## src/rtl/line_arb_pkg.sv

```systemverilog
// ============================================================================
// Package  : line_arb_pkg
// Brief    : Shared types and default widths for the cache-line arbiter.
// Revision : 1.0
// ============================================================================
`default_nettype none

package line_arb_pkg;

    localparam int ADDR_W_DEF = 32;
    localparam int LINE_W_DEF = 256;

    typedef enum logic [1:0] {
        IDLE   = 2'd0,
        BUSY_I = 2'd1,
        BUSY_D = 2'd2,
        DONE   = 2'd3
    } arb_state_t;

    typedef enum logic {
        CLIENT_I = 1'b0,
        CLIENT_D = 1'b1
    } arb_client_t;

endpackage

`default_nettype wire

```

## src/rtl/line_arb_req_reg.sv

```systemverilog
// ============================================================================
// Module   : line_arb_req_reg
// Brief    : Latched copy of the granted request (op, address, write line).
// Revision : 1.0
// ============================================================================
`default_nettype none

module line_arb_req_reg
    import line_arb_pkg::*;
#(
    parameter int ADDR_W = ADDR_W_DEF,
    parameter int LINE_W = LINE_W_DEF
) (
    input  logic              clk,
    input  logic              rst,
    input  logic              load_i,
    input  logic              read_i,
    input  logic              write_i,
    input  logic [ADDR_W-1:0] address_i,
    input  logic [LINE_W-1:0] wdata_i,
    output logic              read_o,
    output logic              write_o,
    output logic [ADDR_W-1:0] address_o,
    output logic [LINE_W-1:0] wdata_o
);

    logic              read_q;
    logic              write_q;
    logic [ADDR_W-1:0] address_q;
    logic [LINE_W-1:0] wdata_q;

    // A client raising both strobes is treated as a write.
    always_ff @(posedge clk) begin
        if (rst) begin
            read_q    <= 1'b0;
            write_q   <= 1'b0;
            address_q <= '0;
            wdata_q   <= '0;
        end else if (load_i) begin
            read_q    <= read_i & ~write_i;
            write_q   <= write_i;
            address_q <= address_i;
            wdata_q   <= wdata_i;
        end
    end

    assign read_o    = read_q;
    assign write_o   = write_q;
    assign address_o = address_q;
    assign wdata_o   = wdata_q;

endmodule

`default_nettype wire

```

## src/rtl/line_arbiter.sv

```systemverilog
// ============================================================================
// Module   : line_arbiter
// Brief    : Merges I-cache and D-cache line ports onto one memory port.
//            Define ARBITER_ROUND_ROBIN_EN for round-robin tie-break,
//            otherwise D-cache has fixed priority.
// Revision : 1.0
// ============================================================================
`default_nettype none

module line_arbiter
    import line_arb_pkg::*;
#(
    parameter int ADDR_W = ADDR_W_DEF,
    parameter int LINE_W = LINE_W_DEF
) (
    input  logic              clk,
    input  logic              rst,
    input  logic              i_read,
    input  logic              i_write,
    input  logic [ADDR_W-1:0] i_address,
    input  logic [LINE_W-1:0] i_wdata,
    output logic              i_resp,
    output logic [LINE_W-1:0] i_rdata,
    input  logic              d_read,
    input  logic              d_write,
    input  logic [ADDR_W-1:0] d_address,
    input  logic [LINE_W-1:0] d_wdata,
    output logic              d_resp,
    output logic [LINE_W-1:0] d_rdata,
    output logic              pmem_read,
    output logic              pmem_write,
    output logic [ADDR_W-1:0] pmem_address,
    output logic [LINE_W-1:0] pmem_wdata,
    input  logic              pmem_resp,
    input  logic [LINE_W-1:0] pmem_rdata
);

    arb_state_t        state_q;
    arb_state_t        state_d;
    arb_client_t       win;
    logic              i_req;
    logic              d_req;
    logic              grant;
    logic              sel_read;
    logic              sel_write;
    logic [ADDR_W-1:0] sel_address;
    logic [LINE_W-1:0] sel_wdata;
    logic              op_read_q;
    logic              op_write_q;
    logic              busy;

    assign i_req = i_read | i_write;
    assign d_req = d_read | d_write;
    assign grant = (state_q == IDLE) && (i_req || d_req);

`ifdef ARBITER_ROUND_ROBIN_EN
    arb_client_t last_q;

    // Reset value CLIENT_I makes the first contested grant go to D.
    always_ff @(posedge clk) begin
        if (rst) begin
            last_q <= CLIENT_I;
        end else if (grant) begin
            last_q <= win;
        end
    end

    always_comb begin
        win = CLIENT_I;
        if (d_req && (!i_req || (last_q == CLIENT_I))) begin
            win = CLIENT_D;
        end
    end
`else
    always_comb begin
        win = d_req ? CLIENT_D : CLIENT_I;
    end
`endif

    always_comb begin
        sel_read    = i_read;
        sel_write   = i_write;
        sel_address = i_address;
        sel_wdata   = i_wdata;
        if (win == CLIENT_D) begin
            sel_read    = d_read;
            sel_write   = d_write;
            sel_address = d_address;
            sel_wdata   = d_wdata;
        end
    end

    line_arb_req_reg #(
        .ADDR_W (ADDR_W),
        .LINE_W (LINE_W)
    ) u_req_reg (
        .clk       (clk),
        .rst       (rst),
        .load_i    (grant),
        .read_i    (sel_read),
        .write_i   (sel_write),
        .address_i (sel_address),
        .wdata_i   (sel_wdata),
        .read_o    (op_read_q),
        .write_o   (op_write_q),
        .address_o (pmem_address),
        .wdata_o   (pmem_wdata)
    );

    always_ff @(posedge clk) begin
        if (rst) begin
            state_q <= IDLE;
        end else begin
            state_q <= state_d;
        end
    end

    // DONE is a mandatory gap so a client dropping its request on the
    // edge after resp is never granted twice.
    always_comb begin
        state_d = state_q;
        case (state_q)
            IDLE: begin
                if (grant) begin
                    state_d = (win == CLIENT_D) ? BUSY_D : BUSY_I;
                end
            end
            BUSY_I, BUSY_D: begin
                if (pmem_resp) begin
                    state_d = DONE;
                end
            end
            DONE:    state_d = IDLE;
            default: state_d = IDLE;
        endcase
    end

    assign busy       = (state_q == BUSY_I) || (state_q == BUSY_D);
    assign pmem_read  = busy & op_read_q;
    assign pmem_write = busy & op_write_q;

    // Responses are suppressed while reset aborts the transaction.
    assign i_resp  = (state_q == BUSY_I) & pmem_resp & ~rst;
    assign d_resp  = (state_q == BUSY_D) & pmem_resp & ~rst;
    assign i_rdata = (state_q == BUSY_I) ? pmem_rdata : '0;
    assign d_rdata = (state_q == BUSY_D) ? pmem_rdata : '0;

endmodule

`default_nettype wire

```

## config.mk

```make
export PLATFORM = sky130hd
export DESIGN_NAME = line_arbiter
export DESIGN_NICKNAME = d
export VERILOG_FILES = /design/src/rtl/line_arb_pkg.sv /design/src/rtl/line_arb_req_reg.sv /design/src/rtl/line_arbiter.sv
export SDC_FILE = /design/constraint.sdc
export NUM_CORES = 1
export LEC_CHECK = 0
export BUFFER_PORTS_ARGS = -buffer_cell sky130_fd_sc_hd__buf_4
export CAP_MARGIN = 20
export CORE_AREA = 2 2 633 635
export CTS_CLUSTER_DIAMETER = 40
export CTS_CLUSTER_SIZE = 8
export DETAILED_ROUTE_END_ITERATION = 8
export DIE_AREA = 0 0 635 637
export PLACE_DENSITY = 0.3
export SETUP_SLACK_MARGIN = 0.3
export SLEW_MARGIN = 10
export SYNTH_ARGS = -nofsm -noshare
export SYNTH_HDL_FRONTEND = slang
export SYNTH_SLANG_ARGS = --single-unit
```

## constraint.sdc

```tcl
create_clock -name clk -period 1.9 [get_ports clk]
set_input_delay 0.095 -clock clk [delete_from_list [all_inputs] [get_ports clk]]
set_output_delay 0.095 -clock clk [all_outputs]
set_load 0.02 [all_outputs]
```

# == Word-level counts from Yosys, hierarchy flattened ==
# Index checks and enable logic that the tools add are counted.
# word_totals
reg_bits,292
in_bits,839
out_inout_bits,804
elab_cells,38
# classes
n_eq_ne,5
muxes,11
bitwise_logic,11
n_reduce_logical,6
# op_table
cell,n
$mux W256,3
$mux W32,1
$and A1 B1 Y1,7
$mux W2,3
$pmux W2 S3,1
$eq A2 B2 Y1 const B,2
$ne A2 B2 Y1 const B,2
$mux W1,3
$eq A2 B1 Y1 const B,1
$logic_not A2 Y1,1
$logic_or A1 B1 Y1,2
$not A1 Y1,2
$or A1 B1 Y1,2
$reduce_and A2 Y1,1
$reduce_or A2 Y1,1
$logic_and A1 B1 Y1,1

# == Logic depth before layout (Yosys ltp) ==
# Gate-level depths: netlist of the first run.
# depth
word_depth,5
ltp_mapped,8
ltp_nobuf,5

# == By module ==
# A second synthesis of the first run with hierarchy kept.
# hier_totals
cells_unflattened,1852
area_unflattened_um2,18009.8
# modules_own_cells
mod,instances,cells_per_inst,area_per_inst_um2,seq_area_each_um2
line_arb_req_reg,1,936,10446.3,5805.6
line_arbiter,1,916,7563.5,40.0

# == Worst setup path after synthesis of the first run ==
# Ideal clock, no wire load.
# synth_timing
kind,register -> register
start,reg state_q[0]
end,"reg u_req_reg.wdata_q[160], in the netlist u_req_reg.wdata_o[160]"
setup_ns,0.089
arrival_time_ns,1.494
t_required_ns,1.811
path_slack_ns,0.317
stages_incl_launch_ff,9
n_path_buf,3
period_less_slack_ns,1.583
path_cell_list,dfxtp_1 inv_1 ha_1 o41a_1 buf_4 buf_4 buf_2 nor2_1 a311oi_2
# synth_via
elab_chain_cells,2
# synth_lines
item,line_no,source
from (decl),line_arbiter.sv:38,arb_state_t state_q;
from (signal assigned),line_arbiter.sv:114,state_q <= state_d;
$logic_not A2 Y1,line_arbiter.sv:54,assign grant = (state_q == IDLE) && (i_req || d_req);
$logic_and A1 B1 Y1,line_arbiter.sv:54,
to (signal assigned),line_arb_req_reg.sv:43,wdata_q <= wdata_i;
to (decl),line_arb_req_reg.sv:30,logic [LINE_W-1:0] wdata_q;
# Every way passes these cells.
# A chain may end at the register's enable or synchronous reset.

# == Worst setup path after layout of the first run ==
# layout_timing
start,reg state_q[0]
end,out d_rdata[27]
# layout_via
elab_chain_cells,2
# layout_lines
item,line_no,source
$eq A2 B2 Y1,line_arbiter.sv:146,assign d_rdata = (state_q == BUSY_D) ? pmem_rdata : '0;
$mux W256,line_arbiter.sv:146,
to (decl),line_arbiter.sv:29,"output logic [LINE_W-1:0] d_rdata,"
# Every way passes these cells.

==> results of run 1 <==
## timing repair
item	4_1_cts	5_1_grt
resized for setup	341	901
buffers inserted	20	18
hold buffers	618	0
gates cloned	24	50
pin swaps	58	349
endpoints found under the setup margin	823	808
endpoints found under the hold margin	292	0
## power groups by stage
stage               combinational, mW  sequential (mW)  clock, mW
floorplan                        14.8             12.8          0
global placement                 37.7             11.0          0
detailed placement               37.8             11.0          0
CTS                              43.5             10.9       16.1
global route                     52.4             11.2       16.3
finish                           49.8             11.0       15.6
## path summary, 6_finish.rpt
check	slack [ns]	end	cells past startpoint
hold / removal	0.08	state_q[1]	3
hold reg to reg	0.46	u_req_reg.write_o	2
setup reg to reg	-0.05	u_req_reg.wdata_o[182]	9
setup / recovery	-0.41	d_rdata[27]	9
## worst reg2reg max path, cell delays in order, from the launching register on
cell and delay, ns:
sky130_fd_sc_hd__dfxtp_2 0.33, sky130_fd_sc_hd__inv_2 0.04, sky130_fd_sc_hd__buf_4 0.13, sky130_fd_sc_hd__ha_4 0.15, sky130_fd_sc_hd__o41a_4 0.13, sky130_fd_sc_hd__buf_12 0.17
sky130_fd_sc_hd__clkbuf_16 0.33, sky130_fd_sc_hd__buf_8 0.15, sky130_fd_sc_hd__clkbuf_16 0.16, sky130_fd_sc_hd__a311oi_2 0.24
## synthesized netlist by cell type, drive strengths merged, types with 2 or more instances
| cell type | instances |
|---|---|
| clkbuf | 114 |
| dfxtp | 292 |
| a311oi | 288 |
| ha | 4 |
| nand2 | 578 |
| inv | 3 |
| buf | 103 |
| nor3b | 2 |
| and2 | 515 |
| nor2 | 290 |
## final cells by class
| class | count | area [um^2] | share of cell area |
|---|---|---|---|
| Antenna cell | 34 | 85.1 | 0.00161 |
| Sequential cell | 292 | 5850 | 0.111 |
| Timing Repair Buffer | 2504 | 25100 | 0.474 |
| Multi-Input combinational cell | 1692 | 12300 | 0.232 |
| Clock buffer | 106 | 2330 | 0.0440 |
| Tap cell | 5265 | 6590 | 0.125 |
| Clock inverter | 42 | 678 | 0.0128 |
| Inverter | 3 | 11.3 | 0.000213 |
## kinds of logic after synthesis
logic type | synth area share
flip-flops | 0.326
adder cells (fa/ha/maj) | 0.00279
AO/OA/AOI/OAI | 0.242
multiplexers | 0.000558
buffers and inverters | 0.0649
AND/OR/NAND/NOR | 0.364
## sequential cells by signal (all words and copies together) (netlist names)
register	flops
u_req_reg.wdata_o	256
u_req_reg.read_o	1
state_q	2
u_req_reg.address_o	32
u_req_reg.write_o	1
## cells in the final DEF, fill, tap and decap left out, types with 15 or more instances in the layout
cell type,instances
sky130_fd_sc_hd__a311oi_2,280
sky130_fd_sc_hd__and2_4,494
sky130_fd_sc_hd__clkbuf_16,128
sky130_fd_sc_hd__and2_1,21
sky130_fd_sc_hd__dfxtp_1,290
sky130_fd_sc_hd__bufinv_16,15
sky130_fd_sc_hd__buf_6,454
sky130_fd_sc_hd__dlygate4sd3_1,617
sky130_fd_sc_hd__nor2_1,287
sky130_fd_sc_hd__buf_16,36
sky130_fd_sc_hd__clkinv_2,16
sky130_fd_sc_hd__nand2_1,578
sky130_fd_sc_hd__buf_12,91
sky130_fd_sc_hd__buf_8,54
sky130_fd_sc_hd__diode_2,34
sky130_fd_sc_hd__buf_4,1209
## routing by layer
metal / GRT usage / part of all wire / vias up
li1: - / - / 12222
met1: 0.142 / 0.37 / 13520
met4: 0.0358 / 0.041 / 94
met2: 0.239 / 0.50 / 1401
met5: 0 / 0.0022 / -
met3: 0.0569 / 0.092 / 483
==> reports/summary.md, run 1 <==
### Final layout
• post-route cell area: 52900 um^2
• share of post-route cells with drive strength above 1: 0.607
• Filler Cells Inserted: 45668
• post-route non-filler standard cell count: 9938
• Layout Area Growth over Synthesis: 195%
• final standard cell utilization of the core: 0.133
• post-layout net count: 5419

### Pwr
• NetSw: 34.3 mW
• switching share of power: 0.449
• total power of the final layout: 76.4 mW
• Pint: 42.1 mW
• Comb pwr share: 0.652
• Reg power frac: 0.144
• leak pwr: 22.1 nW
• worst-case vdd ir drop: 0.770 mV
• Clk network pwr share: 0.204
• power density normalized to cell area: 1440 nW/um^2

### Synth
• Async S/R FF share, synth: 0
• number of cells produced by synthesis: 2204
• number of synthesized flops with an enable pin: 0
• Post-Synthesis Cell Area: 17900 um^2
• library cells used by synthesis: 29
• share of synthesized area occupied by flip-flops and latches: 0.326
• share of the synthesized area in the top cell type: 0.326
• biggest area contributors in the synthesized netlist: sky130_fd_sc_hd__dfxtp_1 (33%), sky130_fd_sc_hd__a311oi_2 (23%), sky130_fd_sc_hd__and2_1 (18%)
• cell taking the most area after synthesis: sky130_fd_sc_hd__dfxtp_1
• number of register bits inferred by synthesis: 292
• Mapped Nets: 3047
• YS warnings: 0
• most instantiated flip-flop cell in the synthesis netlist: sky130_fd_sc_hd__dfxtp_1
• Synth Area per Inst: 8.14 um^2

### Timing
• sum of negative setup slack: -162.42 ns
• final worst setup slack: -0.410 ns
• actual transition at the worst max-transition pin: 0.743 ns
• tightest hold margin: 0.0799 ns
• # setup viols final: 527
• final worst clock skew: 0.0469 ns
• Final Cycle Share: 1.22
• setup repair after global routing missed its margin: yes
• f_max: 0.433 GHz
• final hold violations: 0
• Max-slew headroom: 0.503
• final count of pins violating max slew: 0
• time the final worst path needs with I/O delays and setup: 2.31 ns

### Placed design
• Buffers on Ports: 1642
• area post-placement: 37300 um^2
• global placement routability congestion: 0.943
• pre-CTS WS: -0.00761 ns
• Final HPWL DP: 246000 um
• Placed Instances: 9026

### Setup path
• required time of the worst setup path: 1.80 ns
• delay of the slowest cell on the worst path: 0.33 ns
• Max FO, Critical Path: 6
• CP max stage cell: sky130_fd_sc_hd__dfxtp_2
• type of the worst setup path: register to output pin
• Critical Path Start Type: register
• Critical Path Source: state_q[0]
• worst r2r src: state_q[0]
• crit-path leading delay family: buffers and inverters
• endpoint class of the critical path: output pin
• endpoint arrival time on the critical path: 2.21 ns
• buffer and inverter count on the worst path: 7
• critical-path cell list: inv_2, buf_6, ha_4, buf_12, buf_16, buf_12, buf_16, and2_4, buf_6

### Run status
• status: finished with violations
• failing checks: negative setup slack

### CTS
• CTS tree: built
• depth of the CTS H-tree: 3
• later-pin clock latency in the skew report: 0.70 ns
• maximum clock insertion buffer count: 3
• TritonCTS Buffers: 83
• count of clock tree sinks: 292
• clock input transition at the sequential cells of the worst setup and hold paths: 0.04 ns
• cell at the root of the clock tree: sky130_fd_sc_hd__clkbuf_16

### Floorplan
• Total Die Area: 404000 um^2
• Placeable Area: 398000 um^2
• number of rows created at floorplan: 232
• initial cell density of the core: 0.0451
• num ports: 1643
• overall die width: 635 um
• die span in y: 637 um

### Drt
• number of vias after detailed routing: 27720
• average wire per standard cell: 29.2 um
• total DRC errors in the routed layout: 0
• post-detailed-route via-to-cell ratio: 2.79
• first drt pass iteration count: 5
• Iteration-0 DRC Markers: 1515
• remaining antenna violation count after routing: 0
• DRT Wirelength: 290000 um

### Global routing
• via count of the first global-routing pass: 28058
• pin count of the biggest net entering global routing: 58
• global-route wire length before repair: 344000 um
• overall overflow remaining after global route: 0
• global-route usage over all layers: 0.133
• number of antenna violations at the first check in global routing: 157

### Hold path
• class of the most critical hold timing path: primary input to register
• hold path startpoint: rst

### Run
• max cap viols: 0

Power figures use the tool's default switching activity.
==> run 2: changes to the inputs <==
BUFFER_PORTS_ARGS = -buffer_cell sky130_fd_sc_hd__buf_2   (was -buffer_cell sky130_fd_sc_hd__buf_4)
==> run 2 against run 1 <==
  * The run still ends with negative setup slack left
  * Sequential cell count stayed put
  * Non-clock buffer count is 100 lower
  * Setup slack worse by 0.0098 ns
  * Design area is 13% lower
  * Hold slack worse by 0.016 ns
  * Clock power is 9% lower
  * Core utilization is 1.7 points lower
  * Via count hardly changed
  * Power is 13% lower
  * Clock-buffer cell count is 10 lower
==> reports/summary.md, run 2 (synthesis results as in run 1) <==
### Global routing
• overall overflow remaining after global route: 0
• pin count of the biggest net entering global routing: 61
• global-route wire length before repair: 334000 um
• number of antenna violations at the first check in global routing: 211
• global-route usage over all layers: 0.130
• via count of the first global-routing pass: 27640

### Drt
• met2 wirelength from detailed routing: 133000 um
• total DRC errors in the routed layout: 0
• DRT Wirelength: 278000 um
• top routing layer in use: met5
• number of vias after detailed routing: 27718
• sum of routed wire segments on met1: 101000 um
• length of routed met3 wiring: 28100 um
• average wire per standard cell: 28.1 um
• post-detailed-route via-to-cell ratio: 2.80
• first drt pass iteration count: 5
• Iteration-0 DRC Markers: 1590
• remaining antenna violation count after routing: 0

### Pwr
• Pint: 34.1 mW
• Reg power frac: 0.163
• NetSw: 32.0 mW
• Clk network pwr share: 0.216
• leak pwr: 19.8 nW
• Comb pwr share: 0.622
• worst-case vdd ir drop: 0.724 mV
• switching share of power: 0.484
• total power of the final layout: 66.1 mW
• power density normalized to cell area: 1430 nW/um^2

### Run
• max cap viols: 0

### CTS
• maximum clock insertion buffer count: 3
• cell at the root of the clock tree: sky130_fd_sc_hd__clkbuf_16
• TritonCTS Buffers: 75
• clock input transition at the sequential cells of the worst setup and hold paths: 0.05 ns
• depth of the CTS H-tree: 3
• count of clock tree sinks: 292
• CTS tree: built
• later-pin clock latency in the skew report: 0.67 ns

### Setup path
• delay of the slowest cell on the worst path: 0.33 ns
• endpoint arrival time on the critical path: 2.22 ns
• depth of the most critical reg-to-reg path: 9
• critical-path cell list: inv_2, buf_6, ha_4, buf_12, clkbuf_16, buf_6, buf_8, and2_4, buf_6
• worst r2r src: state_q[1]
• endpoint class of the critical path: output pin
• Max FO, Critical Path: 5
• type of the worst setup path: register to output pin
• flop-to-flop setup slack: -0.03 ns
• buffer and inverter count on the worst path: 7
• Critical Path Start Type: register
• required time of the worst setup path: 1.80 ns
• cell with the most instances on the worst path: sky130_fd_sc_hd__buf_6
• endpoint of the worst-slack reg-to-reg timing path: u_req_reg.address_o[20]
• crit-path leading delay family: buffers and inverters
• CP max stage cell: sky130_fd_sc_hd__dfxtp_2

### Timing
• # setup viols final: 533
• setup repair after global routing missed its margin: yes
• final worst clock skew: 0.0316 ns
• Max-slew headroom: 0.499
• final worst setup slack: -0.420 ns
• actual transition at the worst max-transition pin: 0.752 ns
• tightest hold margin: 0.0640 ns
• final hold violations: 0
• Final Cycle Share: 1.22
• final count of pins violating max slew: 0
• f_max: 0.431 GHz
• time the final worst path needs with I/O delays and setup: 2.32 ns

### Floorplan
• num ports: 1643
• overall die width: 635 um
• Total Die Area: 404000 um^2
• number of rows created at floorplan: 232
• die span in y: 637 um
• initial cell density of the core: 0.0451
• Placeable Area: 398000 um^2

### Final layout
• most common cell after layout, fill and taps aside: sky130_fd_sc_hd__buf_2
• post-layout net count: 5311
• leading cell types in the layout, fill and taps excluded: sky130_fd_sc_hd__buf_2 (1334), sky130_fd_sc_hd__dlygate4sd3_1 (582), sky130_fd_sc_hd__nand2_1 (578), sky130_fd_sc_hd__and2_1 (301), sky130_fd_sc_hd__dfxtp_1 (290)
• flip-flop count of the largest register after layout: 256
• share of post-route cells with drive strength above 1: 0.542
• Layout Area Growth over Synthesis: 157%

### Run status
• status: finished with violations
• failing checks: negative setup slack

### Hold path
• Hold EP: u_req_reg.wdata_o[219]
• class of the most critical hold timing path: primary input to register
• Hold Path Cell Cnt: 2
• hold path startpoint: rst

### Placed design
• Final HPWL DP: 241000 um
• global placement routability congestion: 0.958
• Buffers on Ports: 1642

-- run 2: cell types whose count changed in the layout (fill, tap and decap cells not counted), moves of 26 or more --
cell,delta
sky130_fd_sc_hd__dlygate4sd3_1,-35
sky130_fd_sc_hd__buf_4,-1088
sky130_fd_sc_hd__diode_2,+57
sky130_fd_sc_hd__buf_8,-26
sky130_fd_sc_hd__buf_6,-254
sky130_fd_sc_hd__and2_1,+280
sky130_fd_sc_hd__and2_4,-281
sky130_fd_sc_hd__clkbuf_16,-38
sky130_fd_sc_hd__buf_2,+1334
-- run 2: through the flow --
step	instances	setup TNS [ns]	setup slack [ns]	area [um^2]	utilization
4_1_cts	9766	-229.83	-0.546	44000	0.111
6_report	9882	-154.90	-0.420	46100	0.116
2_1_floorplan	2204	0	0.317	17900	-
3_3_place_gp	9000	-3.76	-0.0960	33500	0.0841
5_1_grt	9852	-224.47	-0.513	46000	0.116
3_5_place_dp	9000	-3.61	-0.0903	33500	0.0841
-- run 2: how the worst max path moves through the flow --
stage                     depth (start not counted)  startpoint  slack, ns                endpoint
final                                             9  state_q[1]      -0.42            i_rdata[130]
after global routing                              8  state_q[1]      -0.51             i_rdata[90]
after CTS                                         8  state_q[1]      -0.55                  i_resp
after detailed placement                          7  state_q[0]      -0.09  u_req_reg.wdata_o[243]
after global placement                            7  state_q[0]       -0.1  u_req_reg.wdata_o[227]
after floorplan                                   8  state_q[0]       0.32  u_req_reg.wdata_o[160]
-- run 2: per-layer routing --
metal,vias up,track usage
li1,12059,-
met1,13381,0.137
met2,1618,0.223
met3,552,0.0581
met4,108,0.0530
met5,-,0
-- run 2: final cells by class --
| type | instances | area [um^2] |
|---|---|---|
| diodes | 91 | 228 |
| clock buffers | 96 | 2070 |
| clock inverters | 39 | 676 |
| fillers | 46180 | 352000 |
| inverters | 3 | 13.8 |
| multi-input cells | 1692 | 11500 |
| flip-flops and latches | 292 | 5850 |
| well taps | 5265 | 6590 |
| repair buffers | 2404 | 19100 |
-- run 2: what timing repair did --
action | CTS | global route
buffers inserted | 28 | 6
gates cloned | 21 | 19
endpoints found under the setup margin | 853 | 837
gates resized for setup | 352 | 482
hold endpoints to repair | 292 | 0
hold buffers | 582 | 0
pin swaps | 27 | 41
-- run 2: power groups by stage --
| stage | clock, mW | combinational (mW) | sequential [mW] |
|---|---|---|---|
| 2_1_floorplan | 0 | 14.8 | 12.8 |
| 6_report | 14.2 | 41.1 | 10.7 |
| 4_1_cts | 14.7 | 39.4 | 10.7 |
| 5_1_grt | 15.0 | 43.5 | 11.0 |
| 3_3_place_gp | 0 | 34.2 | 10.8 |
| 3_5_place_dp | 0 | 34.4 | 10.7 |
==> run 3: changes to the inputs <==
clock period = 2.21 ns   (was 1.9 ns; I/O delays follow)
==> run 3 against run 2 <==
  * Global-route usage grew 0.13 points
  * Design area grew 4.5%
  * Clock power shrank 9.9%
  * Largest power group unchanged
  * Setup slack gained 0.22 ns
  * Die area is the same
  * Sequential cell count is the same
  * Combinational power shrank 5%
  * Via count grew 1.9%
  * Clock skew is essentially flat
  * Register-to-register slack gained 0.20 ns
  * The run still ends with negative setup slack left
  * Critical path type unchanged
==> reports/summary.md, run 3 (synthesis results as in run 1) <==
### Setup path
• endpoint class of the critical path: output pin
• worst r2r src: state_q[1]
• flop-to-flop setup slack: 0.17 ns
• endpoint arrival time on the critical path: 2.30 ns
• required time of the worst setup path: 2.10 ns
• Critical Path Start Type: register
• type of the worst setup path: register to output pin
• endpoint of the worst-slack reg-to-reg timing path: u_req_reg.wdata_o[68]
• Max FO, Critical Path: 8
• depth of the most critical reg-to-reg path: 10

### Drt
• total DRC errors in the routed layout: 0
• number of vias after detailed routing: 28241
• first drt pass iteration count: 7
• met2 wirelength from detailed routing: 138000 um
• average wire per standard cell: 28.6 um
• Iteration-0 DRC Markers: 1577
• sum of routed wire segments on met1: 106000 um
• post-detailed-route via-to-cell ratio: 2.84
• length of routed met3 wiring: 25500 um
• DRT Wirelength: 284000 um
• remaining antenna violation count after routing: 0
• top routing layer in use: met5

### Timing
• Final Cycle Share: 1.09
• final count of pins violating max slew: 0
• Max-slew headroom: 0.491
• setup repair after global routing missed its margin: yes
• time the final worst path needs with I/O delays and setup: 2.41 ns
• # setup viols final: 496
• sum of negative setup slack: -39.96 ns
• final worst setup slack: -0.198 ns
• actual transition at the worst max-transition pin: 0.764 ns
• final hold violations: 0
• tightest hold margin: 0.274 ns
• f_max: 0.415 GHz
• final worst clock skew: 0.0314 ns

### Global routing
• global-route wire length before repair: 337000 um
• overall overflow remaining after global route: 0
• via count of the first global-routing pass: 27931
• pin count of the biggest net entering global routing: 81
• global-route usage over all layers: 0.131
• number of antenna violations at the first check in global routing: 192

### Floorplan
• Total Die Area: 404000 um^2
• die span in y: 637 um
• number of rows created at floorplan: 232
• overall die width: 635 um
• Placeable Area: 398000 um^2
• initial cell density of the core: 0.0451
• num ports: 1643

### Placed design
• global placement routability congestion: 0.983
• area post-placement: 33000 um^2
• Buffers on Ports: 1642
• pre-CTS WS: 0.184 ns
• Final HPWL DP: 241000 um
• Placed Instances: 8996

### Hold path
• Hold Path Cell Cnt: 4
• class of the most critical hold timing path: primary input to register
• hold path startpoint: i_wdata[60]
• Hold EP: u_req_reg.wdata_o[60]

### Final layout
• share of post-route cells with drive strength above 1: 0.579
• post-route cell area: 48100 um^2
• final standard cell utilization of the core: 0.121
• post-route non-filler standard cell count: 9953
• post-layout net count: 5355
• Filler Cells Inserted: 45949
• Layout Area Growth over Synthesis: 168%
• leading cell types in the layout, fill and taps excluded: sky130_fd_sc_hd__buf_2 (1230), sky130_fd_sc_hd__dlygate4sd3_1 (584), sky130_fd_sc_hd__nand2_1 (578), sky130_fd_sc_hd__and2_4 (368), sky130_fd_sc_hd__buf_6 (339)
• flip-flop count of the largest register after layout: 256
• most common cell after layout, fill and taps aside: sky130_fd_sc_hd__buf_2

### CTS
• depth of the CTS H-tree: 3
• maximum clock insertion buffer count: 3
• later-pin clock latency in the skew report: 0.67 ns
• TritonCTS Buffers: 79
• cell at the root of the clock tree: sky130_fd_sc_hd__clkbuf_16
• count of clock tree sinks: 292
• clock input transition at the sequential cells of the worst setup and hold paths: 0.05 ns
• CTS tree: built

### Run
• max cap viols: 0

### Run status
• failing checks: negative setup slack
• status: finished with violations

### Pwr
• leak pwr: 20.6 nW
• power density normalized to cell area: 1270 nW/um^2
• total power of the final layout: 61.3 mW
• worst-case vdd ir drop: 0.680 mV

run 3: how the worst max path moves through the flow:
stage / endpoint / start
global placement: u_req_reg.wdata_o[231] / state_q[0]
global route: d_rdata[186] / state_q[0]
detailed placement: u_req_reg.wdata_o[4] / state_q[0]
finish: i_rdata[4] / state_q[1]
floorplan: u_req_reg.wdata_o[160] / state_q[0]
CTS: i_rdata[13] / state_q[1]
run 3: worst max-delay path, cell delays in order (launching register included):
cell                        delay, ns
sky130_fd_sc_hd__dfxtp_4         0.37
sky130_fd_sc_hd__inv_4           0.04
sky130_fd_sc_hd__ha_4            0.17
sky130_fd_sc_hd__buf_12          0.14
sky130_fd_sc_hd__buf_12          0.13
sky130_fd_sc_hd__buf_16          0.15
sky130_fd_sc_hd__buf_12          0.13
sky130_fd_sc_hd__clkbuf_16       0.17
sky130_fd_sc_hd__and2_4          0.17
sky130_fd_sc_hd__buf_6           0.12
run 3: routing by layer:
metal,vias to the layer above,global-route usage
met2,1662,0.227
met1,13748,0.142
met4,104,0.0490
met5,-,0
li1,12180,-
met3,547,0.0535
run 3: power by group:
| part | total [mW] | switching (mW) | internal, mW |
|---|---|---|---|
| clock network | 12.8 | 4.14 | 8.65 |
| registers | 9.26 | 1.82 | 7.43 |
| logic | 39.2 | 23.0 | 16.2 |
| total | 61.3 | 29.0 | 32.3 |
run 3: final cells by class:
cell class | instances | area [um^2] | share of cell area
tap | 5265 | 6590 | 0.137
timing repair buffer | 2444 | 20600 | 0.428
clock inverter | 43 | 726 | 0.0151
inverter | 3 | 16.3 | 0.000338
multi-input combinational | 1692 | 11900 | 0.248
sequential | 292 | 5850 | 0.122
clock buffer | 103 | 2160 | 0.0448
antenna | 111 | 278 | 0.00577
run 3: what timing repair did:
| item | in CTS | in global routing |
|---|---|---|
| pin swaps | 49 | 164 |
| hold endpoints to repair | 292 | 0 |
| endpoints found under the setup margin | 772 | 767 |
| setup buffers | 35 | 22 |
| resized for setup | 467 | 928 |
| cloned | 27 | 32 |
| hold buffers | 584 | 0 |
